--- src/rtl/mul_pipeline_pkg.sv ---
// Shared types and sizing for the MUL functional-unit pipeline.
// Field widths mirror the core's ROB, PC, register-file and thread sizing.
package mul_pipeline_pkg;

    localparam int THR_W          = 1;
    localparam int ROB_W          = 6;
    localparam int PC_W           = 32;
    localparam int REG_ADDR_W     = 5;
    localparam int DATA_W         = 32;
    localparam int MUL_NUM_STAGES = 5;

    typedef struct packed {
        logic       valid;
        logic [3:0] cause;
    } fetch_xcpt_t;

    typedef struct packed {
        logic       valid;
        logic [3:0] cause;
    } decode_xcpt_t;

    typedef struct packed {
        logic overflow;
    } mul_xcpt_t;

    typedef struct packed {
        logic                  valid;
        logic [THR_W-1:0]      thread_id;
        logic [ROB_W-1:0]      instr_id;
        logic [PC_W-1:0]       pc;
        logic [REG_ADDR_W-1:0] dest_reg;
        logic [DATA_W-1:0]     result;
        fetch_xcpt_t           xcpt_fetch;
        decode_xcpt_t          xcpt_decode;
        mul_xcpt_t             xcpt_mul;
    } mul_pipe_entry_t;

endpackage

--- src/rtl/mul_pipe_reg.sv ---
// One MUL pipeline stage register: load from upstream, otherwise hold,
// dropping the valid bit when the held entry's thread is flushed.
module mul_pipe_reg
    import mul_pipeline_pkg::*;
(
    input  logic            clock,
    input  logic            reset,
    input  logic            load_i,
    input  logic            kill_i,
    input  mul_pipe_entry_t d_i,
    output mul_pipe_entry_t q_o
);

    mul_pipe_entry_t entry_q, entry_d;

    always_comb begin
        entry_d = entry_q;
        if (load_i) begin
            entry_d = d_i;
        end else if (kill_i) begin
            entry_d.valid = 1'b0;
        end
    end

    always_ff @(posedge clock) begin
        if (!reset) begin
            entry_q <= '0;
        end else begin
            entry_q <= entry_d;
        end
    end

    assign q_o = entry_q;

endmodule

--- src/rtl/mul_pipeline.sv ---
// Registered signed multiply pipeline with overflow detection, backpressure,
// bubble collapsing and per-thread flush.
module mul_pipeline
    import mul_pipeline_pkg::*;
#(
    parameter int NUM_STAGES  = MUL_NUM_STAGES,
    parameter int DATA_WIDTH  = DATA_W,
    parameter int NUM_THREADS = 1 << THR_W
) (
    input  logic                  clock,
    input  logic                  reset,
    input  logic                  req_valid_in,
    output logic                  req_ready_out,
    input  logic [THR_W-1:0]      thread_id_in,
    input  logic [ROB_W-1:0]      instr_id_in,
    input  logic [PC_W-1:0]       program_counter_in,
    input  logic [REG_ADDR_W-1:0] dest_reg_in,
    input  logic [DATA_WIDTH-1:0] src1_data_in,
    input  logic [DATA_WIDTH-1:0] src2_data_in,
    input  fetch_xcpt_t           xcpt_fetch_in,
    input  decode_xcpt_t          xcpt_decode_in,
    input  logic [NUM_THREADS-1:0] flush_mask_in,
    output logic                  resp_valid_out,
    input  logic                  resp_ready_in,
    output logic [THR_W-1:0]      thread_id_out,
    output logic [ROB_W-1:0]      instr_id_out,
    output logic [PC_W-1:0]       program_counter_out,
    output logic [REG_ADDR_W-1:0] dest_reg_out,
    output logic [DATA_WIDTH-1:0] data_result_out,
    output fetch_xcpt_t           xcpt_fetch_out,
    output decode_xcpt_t          xcpt_decode_out,
    output mul_xcpt_t             xcpt_mul_out,
    output logic                  busy_out
);

    logic signed [2*DATA_WIDTH-1:0]    prod;
    mul_pipe_entry_t                   entry_in;
    mul_pipe_entry_t [NUM_STAGES-1:0]  stage_q;
    logic [NUM_STAGES-1:0]             vld, adv, kill;

    assign prod = $signed(src1_data_in) * $signed(src2_data_in);

    // An older fetch/decode exception takes priority, so overflow is masked.
    always_comb begin
        entry_in                      = '0;
        entry_in.valid                = req_valid_in && !flush_mask_in[thread_id_in];
        entry_in.thread_id            = thread_id_in;
        entry_in.instr_id             = instr_id_in;
        entry_in.pc                   = program_counter_in;
        entry_in.dest_reg             = dest_reg_in;
        entry_in.result               = prod[DATA_WIDTH-1:0];
        entry_in.xcpt_fetch           = xcpt_fetch_in;
        entry_in.xcpt_decode          = xcpt_decode_in;
        entry_in.xcpt_mul.overflow    = (prod[2*DATA_WIDTH-1:DATA_WIDTH] != {DATA_WIDTH{prod[DATA_WIDTH-1]}})
                                        && !xcpt_fetch_in.valid && !xcpt_decode_in.valid;
    end

    // A stage may advance if it or any stage downstream of it is empty.
    always_comb begin : adv_chain
        logic a;
        a   = resp_ready_in;
        adv = '0;
        for (int i = NUM_STAGES - 1; i >= 0; i--) begin
            a      = a || !vld[i];
            adv[i] = a;
        end
    end

    for (genvar i = 0; i < NUM_STAGES; i++) begin : g_stage
        mul_pipe_entry_t d;

        assign vld[i]  = stage_q[i].valid;
        assign kill[i] = stage_q[i].valid && flush_mask_in[stage_q[i].thread_id];

        if (i == 0) begin : g_head
            assign d = entry_in;
        end else begin : g_body
            always_comb begin
                d       = stage_q[i-1];
                d.valid = vld[i-1] && !kill[i-1];
            end
        end

        mul_pipe_reg u_reg (
            .clock  (clock),
            .reset  (reset),
            .load_i (adv[i]),
            .kill_i (kill[i]),
            .d_i    (d),
            .q_o    (stage_q[i])
        );
    end

    assign req_ready_out       = adv[0] && reset;
    assign busy_out            = |vld;
    assign resp_valid_out      = vld[NUM_STAGES-1];
    assign thread_id_out       = stage_q[NUM_STAGES-1].thread_id;
    assign instr_id_out        = stage_q[NUM_STAGES-1].instr_id;
    assign program_counter_out = stage_q[NUM_STAGES-1].pc;
    assign dest_reg_out        = stage_q[NUM_STAGES-1].dest_reg;
    assign data_result_out     = stage_q[NUM_STAGES-1].result;
    assign xcpt_fetch_out      = stage_q[NUM_STAGES-1].xcpt_fetch;
    assign xcpt_decode_out     = stage_q[NUM_STAGES-1].xcpt_decode;
    assign xcpt_mul_out        = stage_q[NUM_STAGES-1].xcpt_mul;

endmodule

--- config.mk ---
export PLATFORM = sky130hd
export DESIGN_NAME = mul_pipeline
export DESIGN_NICKNAME = d
export VERILOG_FILES = /design/src/rtl/mul_pipeline_pkg.sv /design/src/rtl/mul_pipe_reg.sv /design/src/rtl/mul_pipeline.sv
export SDC_FILE = /design/constraint.sdc
export NUM_CORES = 2
export LEC_CHECK = 0
export ABC_AREA = 1
export CAP_MARGIN = 15
export CORE_MARGIN = 5
export CORE_UTILIZATION = 40
export DETAILED_ROUTE_END_ITERATION = 16
export SLEW_MARGIN = 10
export SYNTH_ARGS = -nofsm -noshare
export SYNTH_HDL_FRONTEND = slang
export SYNTH_SLANG_ARGS = --single-unit
--- constraint.sdc ---
create_clock -name clock -period 12.75 [get_ports clock]
set_input_delay 1.9125 -clock clock [delete_from_list [all_inputs] [get_ports clock]]
set_output_delay 1.9125 -clock clock [all_outputs]
set_load 0.1 [all_outputs]
==> results.py <==
metrics = {
    "setup_path": {
        "start_kind": "input pin",
        "worst-endpoint-required_ns": 13.18,
        "setup.worst_path.start": "src1_data_in[31]",
        "critical_path_peak_fanout": 27,
        "setup.reg_to_reg.worst_slack_ns": 8.05,
        "worstPathArrival_ns": 11.00,
        "endpoint_kind": "flip-flop",
        "cell_type_with_the_highest_occurrence_count_on_the_critical_path": "sky130_fd_sc_hd__nand2_1",
        "slowest_stage_cell_on_the_critical_path": "sky130_fd_sc_hd__clkdlybuf4s50_1",
        "critPathMaxStageDelay_ns": 0.75,
        "critical_path.reg2reg.startpoint": "g_stage[4].u_reg.q_o[87]",
        "worst_setup_path_class": "input pin to flip-flop",
    },
    "floorplanning": {
        "num_rows": 134,
        "die-width_um": 375,
        "fp.coreArea_mm2": 0.133,
        "io-pin-count": 214,
        "design.die.area_mm2": 0.141,
        "dieHeight_um": 375,
        "initial_utilization_pct": 40.1,
    },
    "drt": {
        "detail_route.first_pass.iterations": 6,
        "wl_met1_mm": 64.6,
        "ant_nets": 0,
        "wl_met3_mm": 6.46,
        "routed-via-count": 41600,
        "drt_wl_total_mm": 151,
        "avgViaCountPerCell": 4.85,
        "drt_drc_violations_left": 0,
        "top_signal_layer_used": "met4",
        "detailedRoute.firstIterationViolations": 2529,
        "dr_wl_met2_mm": 75.5,
        "drt-wirelength-per-cell_um": 17.6,
    },
    "clock_tree": {
        "post_cts_resize_count": 0,
        "maximum_root_to_sink_buffer_count": 3,
        "cts_tree": "done",
        "cts-buffers-inserted": 43,
        "cts.hold.buffers_added": 0,
        "root_buffer": "sky130_fd_sc_hd__clkbuf_16",
        "clock_transition_at_the_registers_of_the_reported_paths_ns": 0.06,
        "htreeDepth": 2,
        "cts_num_sinks": 440,
        "worst_skew_pair.late_latency_ns": 0.55,
        "post_cts.repair.setup_buffers": 0,
    },
    "synthesis": {
        "synth_enable_flop_cells": 0,
        "synth_compound_area_share_pct": 6.99,
        "synthesis.area_per_instance_um2": 7.92,
        "combinational_family_with_the_most_area_after_synthesis": "adder cells",
        "ys_top_cells_by_count": "1715 x sky130_fd_sc_hd__nand2_1, 1572 x sky130_fd_sc_hd__inv_1, 1082 x sky130_fd_sc_hd__fa_1, 481 x sky130_fd_sc_hd__nor2_1, 440 x sky130_fd_sc_hd__dfxtp_1",
        "most_repeated_cell_in_the_gate_level_netlist_after_synthesis": "sky130_fd_sc_hd__nand2_1",
        "synthesis.instances": 6747,
        "synth-adder-area-share_pct": 44.9,
        "syn-num-nets": 8137,
        "synth.lib_cells_used.distinct": 43,
        "dominantRegCellSynth": "sky130_fd_sc_hd__dfxtp_1",
        "asyncSetResetFlopFracSynth_pct": 0,
        "synthesis.area_mm2": 0.0534,
        "synthDominantAreaCellType": "sky130_fd_sc_hd__fa_1",
        "yosys_warnings": 0,
        "post_synth_and_or_nand_nor_area_fraction_pct": 17.8,
        "ys_seq_area_share_pct": 16.5,
        "parity_gate_share_of_the_synthesized_area_counting_xor_and_xnor_cells_pct": 0.344,
        "post_synth_main_area_contributors": "sky130_fd_sc_hd__fa_1 41%, sky130_fd_sc_hd__dfxtp_1 16%, sky130_fd_sc_hd__nand2_1 12%",
        "synthDominantCellAreaShare_pct": 40.5,
        "synth.mux.area_fraction_pct": 0,
        "yosys_register_bits": 440,
    },
    "finish": {
        "stdcell_area_mm2": 0.0587,
        "finalNetCount": 8159,
        "area.sequential_mm2": 0.00881,
        "finalCoreUtilization_pct": 44.1,
        "multi_input_comb_area_mm2": 0.0374,
        "synthToLayoutAreaGrowth_pct": 9.89,
        "num-fill-cells": 13500,
        "proportion_of_layout_cells_with_a_drive_suffix_above_1_pct": 3.46,
        "largest_register_ff_count": 440,
    },
    "placement": {
        "io_buffer_count": 213,
        "dp_hpwl_mm": 122,
        "gpl.final_weighted_congestion": 0.904,
        "post_dp_cell_area_mm2": 0.0572,
    },
    "sta": {
        "timing.final.crit_share_pct": 82.9,
        "fin_tns_setup_ns": 0,
        "rsz0062_at_grt": "no",
        "setup_viol": 0,
        "final_period_minus_worst_setup_slack_ns": 10.56,
        "relSlewSlack_pct": 22.6,
        "tightest_slew_ns": 1.16,
        "timing_max_transition_violations_final": 0,
        "hold_viol_final": 0,
        "skew_ns": 0.0164,
        "fmaxAchievable_mhz": 94.7,
    },
    "global_route": {
        "first_global_vias": 44700,
        "grt_antenna_before_repair": 5,
        "gr-total-overflow": 0,
        "largest_net_degree_at_the_start_of_global_routing": 134,
        "grt_util_all_layers_pct": 21.8,
        "grt_first_pass_wirelength_mm": 247,
    },
    "hold_path": {
        "hold_path.startpoint": "g_stage[0].u_reg.q_o[28]",
        "min_path_type": "flip-flop to flip-flop",
    },
    "status": {
        "status": "complete, no violations",
    },
    "job": {
        "timing.max_cap.violations": 0,
    },
}
==> cell families (layout without fill, tap and decap cells) <==
kind of cell / count (synthesis) / count (layout)
AO/OA/AOI/OAI: 689 / 689
XOR/XNOR: 21 / 21
adder cells (fa/ha/maj): 1266 / 1266
buffers and inverters: 1913 / 1964
flip-flops: 440 / 440
other: 0 / 3
AND/OR/NAND/NOR: 2418 / 2418
==> final timing paths <==
| path | end | depth (start not counted) |
|---|---|---|
| setup / recovery | g_stage[0].u_reg.q_o[0] | 32 |
| hold / removal | g_stage[0].u_reg.q_o[28] | 2 |
| setup reg to reg | g_stage[0].u_reg.q_o[7] | 14 |
| hold reg to reg | g_stage[0].u_reg.q_o[28] | 2 |
==> area by class of cell <==
cell class | instances | share of cell area [%]
Sequential cell | 440 | 15.0
Clock inverter | 14 | 0.375
Timing Repair Buffer | 307 | 4.81
Antenna cell | 3 | 0.0128
Inverter | 1583 | 10.1
Tap cell | 1768 | 3.77
Multi-Input combinational cell | 4394 | 63.7
Clock buffer | 60 | 2.16
==> placed cells by master, fill, tap and decap left out, types with 56 or more instances in the layout <==
master                            count
sky130_fd_sc_hd__a22o_1              56
sky130_fd_sc_hd__ha_1               184
sky130_fd_sc_hd__nand3_1            121
sky130_fd_sc_hd__clkdlybuf4s50_1    206
sky130_fd_sc_hd__nand2_1           1715
sky130_fd_sc_hd__fa_1              1082
sky130_fd_sc_hd__buf_4               93
sky130_fd_sc_hd__a21oi_1            227
sky130_fd_sc_hd__nor2_1             480
sky130_fd_sc_hd__dfxtp_1            440
sky130_fd_sc_hd__o21ai_0            376
sky130_fd_sc_hd__inv_1             1572
==> per-layer routing <==
metal,track usage [%],vias to the layer above
met5,0,-
met4,5.54,0
met3,1.93,282
met2,39.2,1032
met1,28.3,20600
li1,-,19600
==> stage by stage <==
stage	setup slack (ns)	instances	hold WS, ns
floorplan	3.71	6747	0.421
global placement	1.65	8492	0.436
detailed placement	1.54	8492	0.437
CTS	2.11	8566	0.447
global route	1.52	8568	0.470
finish	2.19	8569	0.450
==> worst max-delay path: cells and delay by family <==
family / cells / cell delay (ns)
and+or+nand+nor: 15 / 2.17
AOI/OAI and AO/OA: 1 / 0.13
buffers and inverters: 7 / 2.17
adders and majority gates: 9 / 4.58
Power is left out: the tool's default activity adds up to more than one toggle a clock period on the data nets, which glitch-free logic cannot reach.
